==> src/rtl/example_input_cond_if.sv <==
// Raw board inputs and conditioned levels for example_input_cond.
// master drives the raw inputs; slave is the conditioning stage.
interface example_input_cond_if;
  logic       a_raw;
  logic       b_raw;
  logic       c_raw;
  logic [3:0] d_raw;
  logic       A;
  logic       B;
  logic       C;
  logic [3:0] D;
  logic       d_valid;
  logic       d_upd;

  modport master (
    output a_raw, b_raw, c_raw, d_raw,
    input  A, B, C, D, d_valid, d_upd
  );

  modport slave (
    input  a_raw, b_raw, c_raw, d_raw,
    output A, B, C, D, d_valid, d_upd
  );
endinterface

==> src/rtl/example_input_cond.sv <==
// Input conditioning: 2-flop sync, A/B/C debounce, D stability qualifier.
// Define EXAMPLE_INCOND_BYPASS_EN to replace filtering with a plain registered pass-through.
module example_input_cond #(
  parameter int DB_CYCLES          = 16,
  parameter int CODE_STABLE_CYCLES = 8
) (
  input  logic                 clk,
  input  logic                 rstN,
  example_input_cond_if.slave  io
);

  // Bit order: {d[3:0], c, b, a}
  logic [6:0] raw;
  logic [6:0] sync1;
  logic [6:0] sync2;
  logic [2:0] abc;
  logic [3:0] d_q;
  logic       d_valid_q;
  logic       d_upd_q;

  assign raw        = {io.d_raw, io.c_raw, io.b_raw, io.a_raw};
  assign io.A       = abc[0];
  assign io.B       = abc[1];
  assign io.C       = abc[2];
  assign io.D       = d_q;
  assign io.d_valid = d_valid_q;
  assign io.d_upd   = d_upd_q;

  always_ff @(posedge clk) begin
    if (!rstN) begin
      sync1 <= '0;
      sync2 <= '0;
    end else begin
      sync1 <= raw;
      sync2 <= sync1;
    end
  end

`ifdef EXAMPLE_INCOND_BYPASS_EN

  always_ff @(posedge clk) begin
    if (!rstN) begin
      abc       <= '0;
      d_q       <= '0;
      d_valid_q <= 1'b0;
      d_upd_q   <= 1'b0;
    end else begin
      abc       <= sync2[2:0];
      d_q       <= sync2[6:3];
      d_valid_q <= 1'b1;
      d_upd_q   <= (sync2[6:3] != d_q);
    end
  end

`else

  localparam int CW = $clog2(DB_CYCLES + 1);
  localparam int QW = $clog2(CODE_STABLE_CYCLES + 1);

  logic [CW-1:0] cnt [3];
  logic [3:0]    cand;
  logic [QW-1:0] qcnt;
  logic [3:0]    sd;

  assign sd = sync2[6:3];

  always_ff @(posedge clk) begin
    if (!rstN) begin
      abc <= '0;
      for (int unsigned i = 0; i < 3; i++) cnt[i] <= '0;
    end else begin
      for (int unsigned i = 0; i < 3; i++) begin
        if (sync2[i] == abc[i]) begin
          cnt[i] <= '0;
        end else if (cnt[i] == CW'(DB_CYCLES - 1)) begin
          abc[i] <= sync2[i];
          cnt[i] <= '0;
        end else begin
          cnt[i] <= cnt[i] + 1'b1;
        end
      end
    end
  end

  // qcnt parks at its terminal value; the load test keeps re-qualifying the same code silent
  always_ff @(posedge clk) begin
    if (!rstN) begin
      cand      <= '0;
      qcnt      <= '0;
      d_q       <= '0;
      d_valid_q <= 1'b0;
      d_upd_q   <= 1'b0;
    end else begin
      d_upd_q <= 1'b0;
      if (sd != cand) begin
        cand <= sd;
        qcnt <= '0;
      end else if (qcnt == QW'(CODE_STABLE_CYCLES - 1)) begin
        if (!d_valid_q || cand != d_q) begin
          d_q       <= cand;
          d_valid_q <= 1'b1;
          d_upd_q   <= 1'b1;
        end
      end else begin
        qcnt <= qcnt + 1'b1;
      end
    end
  end

`endif

endmodule

==> src/flat_wrapper.sv <==
// flat-port wrapper written by rule: the top's interface ports become plain ports
module example_input_cond_flat 
#(
  parameter int DB_CYCLES          = 16,
  parameter int CODE_STABLE_CYCLES = 8
)
  (clk, rstN, io_a_raw, io_b_raw, io_c_raw, io_d_raw, io_A, io_B, io_C, io_D, io_d_valid, io_d_upd);
  example_input_cond_if io_i ();
  input  logic clk;
  input  logic rstN;
  input wire logic [$bits(io_i.a_raw)-1:0] io_a_raw;
  input wire logic [$bits(io_i.b_raw)-1:0] io_b_raw;
  input wire logic [$bits(io_i.c_raw)-1:0] io_c_raw;
  input wire logic [$bits(io_i.d_raw)-1:0] io_d_raw;
  output wire logic [$bits(io_i.A)-1:0] io_A;
  output wire logic [$bits(io_i.B)-1:0] io_B;
  output wire logic [$bits(io_i.C)-1:0] io_C;
  output wire logic [$bits(io_i.D)-1:0] io_D;
  output wire logic [$bits(io_i.d_valid)-1:0] io_d_valid;
  output wire logic [$bits(io_i.d_upd)-1:0] io_d_upd;
  assign io_i.a_raw = io_a_raw;
  assign io_i.b_raw = io_b_raw;
  assign io_i.c_raw = io_c_raw;
  assign io_i.d_raw = io_d_raw;
  assign io_A = io_i.A;
  assign io_B = io_i.B;
  assign io_C = io_i.C;
  assign io_D = io_i.D;
  assign io_d_valid = io_i.d_valid;
  assign io_d_upd = io_i.d_upd;
  example_input_cond #(.DB_CYCLES(DB_CYCLES), .CODE_STABLE_CYCLES(CODE_STABLE_CYCLES)) u_core (.clk(clk), .rstN(rstN), .io(io_i));
endmodule
==> config.mk <==
export PLATFORM = sky130hd
export DESIGN_NAME = example_input_cond_flat
export DESIGN_NICKNAME = d
export VERILOG_FILES = /design/src/rtl/example_input_cond_if.sv /design/src/rtl/example_input_cond.sv /design/src/flat_wrapper.sv
export SDC_FILE = /design/constraint.sdc
export NUM_CORES = 1
export LEC_CHECK = 0
export BUFFER_PORTS_ARGS = -buffer_cell sky130_fd_sc_hd__buf_4
export CORE_ASPECT_RATIO = 0.5
export CORE_MARGIN = 2
export CORE_UTILIZATION = 57
export DETAILED_ROUTE_END_ITERATION = 10
export PLACE_DENSITY_LB_ADDON = 0.12
export SLEW_MARGIN = 25
export SYNTH_ARGS = -nofsm -noshare
export SYNTH_HDL_FRONTEND = slang
export SYNTH_SLANG_ARGS = --single-unit
==> constraint.sdc <==
create_clock -name clk -period 2 [get_ports clk]
set_clock_uncertainty 0.1 [all_clocks]
set_input_delay 0.2 -clock clk [delete_from_list [all_inputs] [get_ports clk]]
set_output_delay 0.2 -clock clk [all_outputs]
set_load 0.02 [all_outputs]
==> run metrics, run 1 <==
run status=complete, no violations; clock network power share=between 30% and 40%; Reg clk slew, reported paths=80 ps; critical path class=flip-flop to flip-flop; largest net degree at the start of global routing=30; total design power=0.00168 W; CTS tree=yes; number of placement rows=14; via count of the first global-routing pass=1158; routed wire length=2.88 mm; commonest non-fill, non-tap cells in the layout=sky130_fd_sc_hd__dfxtp_1 (31), sky130_fd_sc_hd__nor2_1 (23), sky130_fd_sc_hd__and2_1 (18); adder and majority cell fraction of the synthesized area=4.74%; grt total ovfl=0; # fillers=approximately 230; P_int=0.00132 W; largest family of logic cells by synthesized area=simple AND/OR/NAND/NOR gates; final sum of negative setup slack=0 ps; core region area=3050 µm²; count of unique library cells instantiated by Yosys=29; total CTS buffers=5; most frequent standard cell in the layout excluding fill and tap cells=sky130_fd_sc_hd__dfxtp_1; share of cell area taken by muxes after synthesis=4.33%; hold path startpoint=io_d_raw[1]; area share of the largest cell type after synthesis=between 30% and 40%; pwr/cell area=761 nW/µm²; dominant register cell in the synthesized netlist=sky130_fd_sc_hd__dfxtp_1; portion of the post-synthesis area used by sequential elements=58.0%; class of the worst hold path=primary input to flip-flop; gate count after technology mapping=163; maximum frequency from static timing analysis=529 MHz; share of the clock period used by the worst path=94.6%; antenna violations before repair=0; post-synthesis to final-layout area growth=19.5%; initial core utilization=60.6%; Arrival @ worst endpoint=~2000 ps; cell chosen for the clock root=sky130_fd_sc_hd__clkbuf_8; half-perimeter wire length of the detailed placement result=~2.1 mm; number of instances in the placed design=231; CP startpoint=u_core.cnt[1][0]$_SDFFCE_PN0P_; via count=1157; post-DR vias/cell=between 4 and 5; first-iteration detailed-routing DRC count=36; total routing resource utilization after global routing=a little under a fifth; routed len/inst=11.9 µm; RSZ-0062 raised after global routing=no; cell area after synthesis=1850 µm²; level count of the clock H-tree=2; fraction of registers with async set or reset after synthesis=0%; antenna diode count=0; maximum clock path buffer count=2; Data required, critical path=approximately 2100 ps; count of buffers inserted at the top-level ports=17; FF+latch count, synth=46; Critical Path Fanout Max=5; reported leakage power=0.912 nW; share of total power in combinational logic=5.6%; Hold Fails Final Rpt=0; minimum clock period=1890 ps; Net Sw Frac=21.3%; Slew Limit Fails=0; CTS Sinks=46; count of endpoints failing setup in the final report=0; first-pass iteration count of the detailed router=4; critical path endpoint category=flip-flop; first-pass GRT wire length=between 5 and 6 mm; startpoint type of the worst setup path=flip-flop; num ports=18; Net Sw Power=0.000358 W; Die Ht=between 40 and 50 µm; Yosys Warn Count=0; DIE WIDTH=84.5 µm; die area=3740 µm²; startpoint of the worst register-to-register path=u_core.cnt[1][0]$_SDFFCE_PN0P_; number of nets with antenna violations after detailed routing=0; count of flip-flops with a built-in enable after synthesis=15; post-synthesis xor/xnor area fraction=7.52%; share of power burned in registers=60.4%; synthesized area divided by synthesized cell count=11.3 µm²; Util after Layout=72.5%; routability-driven placement congestion ratio=0.699; ratio of cells with drive above 1 in the final layout=15.3%; Max rail drop VDD=roughly 570 µV; fraction of the mapped netlist area in compound gates=4.13%; leading post-synthesis cells by cell area=sky130_fd_sc_hd__dfxtp_1 (34%), sky130_fd_sc_hd__edfxtp_1 (24%), sky130_fd_sc_hd__and2_1 (6.1%), sky130_fd_sc_hd__xnor2_1 (5.2%), sky130_fd_sc_hd__ha_1 (4.7%); basic-gate share of the synthesized area counting and, or, nand and nor cells=18.9%; number of max-cap violations=0; dominant cell type by area after synthesis=sky130_fd_sc_hd__dfxtp_1; post-route DRC violation count=0; Post-Layout Cell Count=243; count of nets after finishing=218; clock latency of the later-clocked register in the worst-skew pair=approximately 300 ps
metrics by stage:
step	cell area [µm²]	hold slack, ps	worst slack, ps
CTS	2200	1.81	61.2
global route	2210	9.80	15.5
finish	2210	12.0	108
detailed placement	2070	312	74.2
global placement	2070	307	114
floorplan	1900	227	236
worst paths after layout:
path	endpoint	slack, ps	cells after the start
min reg2reg	u_core.sync2[2]$_SDFF_PN0_	340	1
max	u_core.cnt[1][2]$_SDFFCE_PN0P_	110	5
min	u_core.sync1[4]$_SDFF_PN0_	10	2
max reg2reg	u_core.cnt[1][2]$_SDFFCE_PN0P_	110	5
flip-flops by register name (all words and copies together) (netlist names):
| name | flops |
|---|---|
| u_core.abc | 3 |
| u_core.cand | 4 |
| u_core.cnt | 15 |
| u_core.io.D | 4 |
| u_core.io.d_upd | 1 |
| u_core.io.d_valid | 1 |
| u_core.qcnt | 4 |
| u_core.sync1 | 7 |
| u_core.sync2 | 7 |
critical path: stages (launching register included):
cell and delay (ps):
sky130_fd_sc_hd__edfxtp_1 420, sky130_fd_sc_hd__ha_1 260, sky130_fd_sc_hd__and3_1 210, sky130_fd_sc_hd__ha_1 230, sky130_fd_sc_hd__or3_4 420, sky130_fd_sc_hd__nor2_1 120
logic make-up (layout without fill, tap and decap cells):
logic type	count (synthesis)	count (layout)
compound gates	6	6
buf+inv	11	37
flops	46	46
simple gates	69	69
other cells	1	15
fa+ha+maj	7	7
mux	8	8
xor+xnor	15	15
metal layers:
| metal | wire, µm | global-route usage (%) | up-vias |
|---|---|---|---|
| li1 | - | - | 598 |
| met1 | 1350 | 21.9 | 537 |
| met2 | 1380 | 30.4 | 15 |
| met3 | 101 | 5.78 | 7 |
| met4 | 54 | 9.52 | 0 |
| met5 | 0 | 0 | - |
synth_stat cells, types with 5 or more instances:
| master | count |
|---|---|
| sky130_fd_sc_hd__inv_1 | 8 |
| sky130_fd_sc_hd__nor2_1 | 23 |
| sky130_fd_sc_hd__nand2_1 | 8 |
| sky130_fd_sc_hd__xnor2_1 | 11 |
| sky130_fd_sc_hd__edfxtp_1 | 15 |
| sky130_fd_sc_hd__nand3_1 | 5 |
| sky130_fd_sc_hd__mux2i_1 | 8 |
| sky130_fd_sc_hd__and2_1 | 18 |
| sky130_fd_sc_hd__dfxtp_1 | 31 |
| sky130_fd_sc_hd__ha_1 | 7 |
final cells by class:
class | instances | area (µm²) | area share, %
Sequential cell | 46 | 1070 | 48.5
Clock buffer | 7 | 86.3 | 3.91
Tap cell | 40 | 50.0 | 2.27
Clock inverter | 1 | 5.00 | 0.227
Multi-Input combinational cell | 120 | 798 | 36.1
Inverter | 8 | 30.0 | 1.36
Timing Repair Buffer | 21 | 168 | 7.59
power groups by stage:
stage / logic [W] / registers (W) / clock network (W)
floorplan: 0.0000649 / 0.00103 / 0
global placement: 0.0000836 / 0.00103 / 0
detailed placement: 0.0000864 / 0.00104 / 0
CTS: 0.0000932 / 0.00102 / 0.000595
global route: 0.000110 / 0.00102 / 0.000624
finish: 0.0000948 / 0.00101 / 0.000571
what timing repair did:
action                     4_1_cts  5_1_grt
hold endpoints to repair         4        0
buffers inserted                 0        0
setup endpoints to repair        0        4
hold buffers                     4        0
gates resized for setup          0        2
Note: power is estimated with default switching activity, not from simulation.
==> run 2: changes to the inputs <==
==> constraint.sdc (replaced) <==
create_clock -name clk -period 2 [get_ports clk]
set_clock_uncertainty 0.1 [all_clocks]
set_input_delay 0.4 -clock clk [delete_from_list [all_inputs] [get_ports clk]]
set_output_delay 0.4 -clock clk [all_outputs]
set_load 0.02 [all_outputs]
==> run metrics, run 2 (synthesis results as in run 1) <==
area taken by multi-input logic gates=798 µm² (unchanged); via count=1143 (-1.2%); Data required, critical path=2060 ps (about the same); share of power burned in registers=60.6% (+0.2 points); P_int=0.00132 W (-0.38%); share of the clock period used by the worst path=94.6% (unchanged); Slew Limit Fails=0 (unchanged); count of nets after finishing=214 (-1.8%); CTS tree=yes; maximum clock path buffer count=2 (unchanged); # fillers=233 (+2.2%); number of max-cap violations=0 (unchanged); number of nets with antenna violations after detailed routing=0 (unchanged); Reg clk slew, reported paths=80 ps (about the same); commonest non-fill, non-tap cells in the layout=sky130_fd_sc_hd__dfxtp_1 (31), sky130_fd_sc_hd__nor2_1 (23), sky130_fd_sc_hd__and2_1 (18); critical path, cell by cell=ha_1, and3_1, ha_1, or3_4, nor2_1; max FFs per register=15 (unchanged); routability-driven placement congestion ratio=0.699 (unchanged); num ports=18 (unchanged); via count of the first global-routing pass=1131 (-2.3%); critical path endpoint category=flip-flop; critical path class=flip-flop to flip-flop; register name with the most flops=u_core.cnt; Net Sw Frac=21.3% (-0.037 points); clock network power share=34.1% (about the same); first-pass GRT wire length=4.91 mm (-2.3%); cell mode on critical path=sky130_fd_sc_hd__ha_1; post-route DRC violation count=0 (unchanged); reported leakage power=0.895 nW (-1.8%); maximum single-stage delay on the critical path=420 ps (about the same); grt total ovfl=0 (unchanged); routed wire length=2.83 mm (-1.8%); Worst Hold Path EP=u_core.sync1[1]$_SDFF_PN0_; antenna violations before repair=0 (unchanged); cell type of the slowest stage on the worst timing path=sky130_fd_sc_hd__edfxtp_1; clock latency of the later-clocked register in the worst-skew pair=300 ps (about the same); count of endpoints failing setup in the final report=0 (unchanged); post-synthesis to final-layout area growth=17.3%; number of placement rows=14 (unchanged); first-pass iteration count of the detailed router=4 (unchanged); post-DR vias/cell=4.78 (+0.44%); Net Sw Power=0.000356 W (-0.61%); ratio of cells with drive above 1 in the final layout=15.6% (+0.31 points); cts hold-fix bufs=0 (-4); largest net degree at the start of global routing=30 (unchanged); cell chosen for the clock root=sky130_fd_sc_hd__clkbuf_8; routed len/inst=11.8 µm (-0.16%); final sum of negative setup slack=0 ps (unchanged); post-cts repair resize count=0 (unchanged); endpoint of the worst register-to-register path=u_core.cnt[1][2]$_SDFFCE_PN0P_; Max rail drop VDD=563 µV (-0.40%); total routing resource utilization after global routing=17.8% (-0.37 points); CTS Sinks=46 (unchanged); count of buffers inserted at the top-level ports=17 (unchanged); DIE WIDTH=84.5 µm (unchanged); pwr/cell area=772 nW/µm² (+1.4%); startpoint type of the worst setup path=flip-flop; startpoint of the worst register-to-register path=u_core.cnt[1][0]$_SDFFCE_PN0P_; initial core utilization=60.6% (unchanged); RSZ-0062 raised after global routing=no; Hold Fails Final Rpt=0 (unchanged); registers with the highest flip-flop counts=u_core.cnt: 15 flops, u_core.sync1: 7 flops, u_core.sync2: 7 flops; class of the worst hold path=primary input to flip-flop; level count of the clock H-tree=2 (unchanged); maximum frequency from static timing analysis=529 MHz (unchanged); antenna diode count=0 (unchanged); die area=3740 µm² (unchanged); total CTS buffers=5 (unchanged); path depth of the worst reg2reg path=5 (unchanged); hold path startpoint=io_b_raw; Die Ht=44.3 µm (unchanged); Critical Path Fanout Max=5 (unchanged); minimum setup slack among reg-to-reg paths=110 ps (about the same); Worst Hold Depth=2 (unchanged); worst hold slack=209 ps (+197 ps); minimum clock period=1890 ps (unchanged); half-perimeter wire length of the detailed placement result=2.09 mm (unchanged); share of total power in combinational logic=5.3% (-0.3 points); area taken by flip-flops and latches=1070 µm² (unchanged); first-iteration detailed-routing DRC count=39 (+8.3%); number of buffers added for setup after CTS=0 (unchanged); Arrival @ worst endpoint=1960 ps (about the same); most frequent standard cell in the layout excluding fill and tap cells=sky130_fd_sc_hd__dfxtp_1; core region area=3050 µm² (unchanged); run status=complete, no violations
-- run 2: cell count changes in the layout (fill, tap and decap cells not counted), sizes merged --
cell / change
dlygate4sd3: -4
-- run 2: per-stage QoR --
stage	utilization [%]	power, W	worst slack (ps)	cells	instance area, µm²
detailed placement	67.8	0.00112	74.2	231	2070
global placement	67.8	0.00112	114	231	2070
CTS	70.8	0.00170	61.2	239	2160
floorplan	-	0.00110	236	177	1900
finish	71.1	0.00167	108	239	2170
global route	71.1	0.00175	15.5	239	2170
-- run 2: worst max path at each step --
| stage | cells past startpoint | slack (ps) | endpoint | from |
|---|---|---|---|---|
| after detailed placement | 5 | 70 | u_core.cnt[1][2]$_SDFFCE_PN0P_ | u_core.cnt[1][0]$_SDFFCE_PN0P_ |
| after global routing | 5 | 20 | u_core.cnt[1][2]$_SDFFCE_PN0P_ | u_core.cnt[1][0]$_SDFFCE_PN0P_ |
| after floorplan | 5 | 240 | u_core.cnt[1][2]$_SDFFCE_PN0P_ | u_core.cnt[1][0]$_SDFFCE_PN0P_ |
| after global placement | 5 | 110 | u_core.cnt[1][3]$_SDFFCE_PN0P_ | u_core.cnt[1][0]$_SDFFCE_PN0P_ |
| after CTS | 5 | 60 | u_core.cnt[1][2]$_SDFFCE_PN0P_ | u_core.cnt[1][0]$_SDFFCE_PN0P_ |
| final | 5 | 110 | u_core.cnt[1][2]$_SDFFCE_PN0P_ | u_core.cnt[1][0]$_SDFFCE_PN0P_ |
-- run 2: area by class of cell --
| type | instances | share of cell area, % |
|---|---|---|
| tap | 40 | 2.31 |
| sequential | 46 | 49.4 |
| multi-input combinational | 120 | 36.8 |
| inverter | 8 | 1.38 |
| clock buffer | 7 | 3.98 |
| timing repair buffer | 17 | 5.89 |
| clock inverter | 1 | 0.231 |
-- run 2: per-layer routing --
metal	up-vias	global-route usage, %	share of wire (%)
met4	0	9.52	1.9
met2	15	29.4	47
met3	7	5.78	3.7
met5	-	0	0
li1	590	-	-
met1	531	21.5	47
-- run 2: worst max-delay path: cells and delay by family, from the launching register on --
kind	cells	cell delay [ps]
AND/OR/NAND/NOR	3	750
adder cells (fa/ha/maj)	2	490
flip-flops	1	420
-- run 2: power groups by stage --
stage | registers, W | clock network (W) | logic, W
final | 0.00101 | 0.000571 | 0.0000885
after global routing | 0.00102 | 0.000624 | 0.000103
after global placement | 0.00103 | 0 | 0.0000836
after CTS | 0.00102 | 0.000595 | 0.0000871
after floorplan | 0.00103 | 0 | 0.0000649
after detailed placement | 0.00104 | 0 | 0.0000864
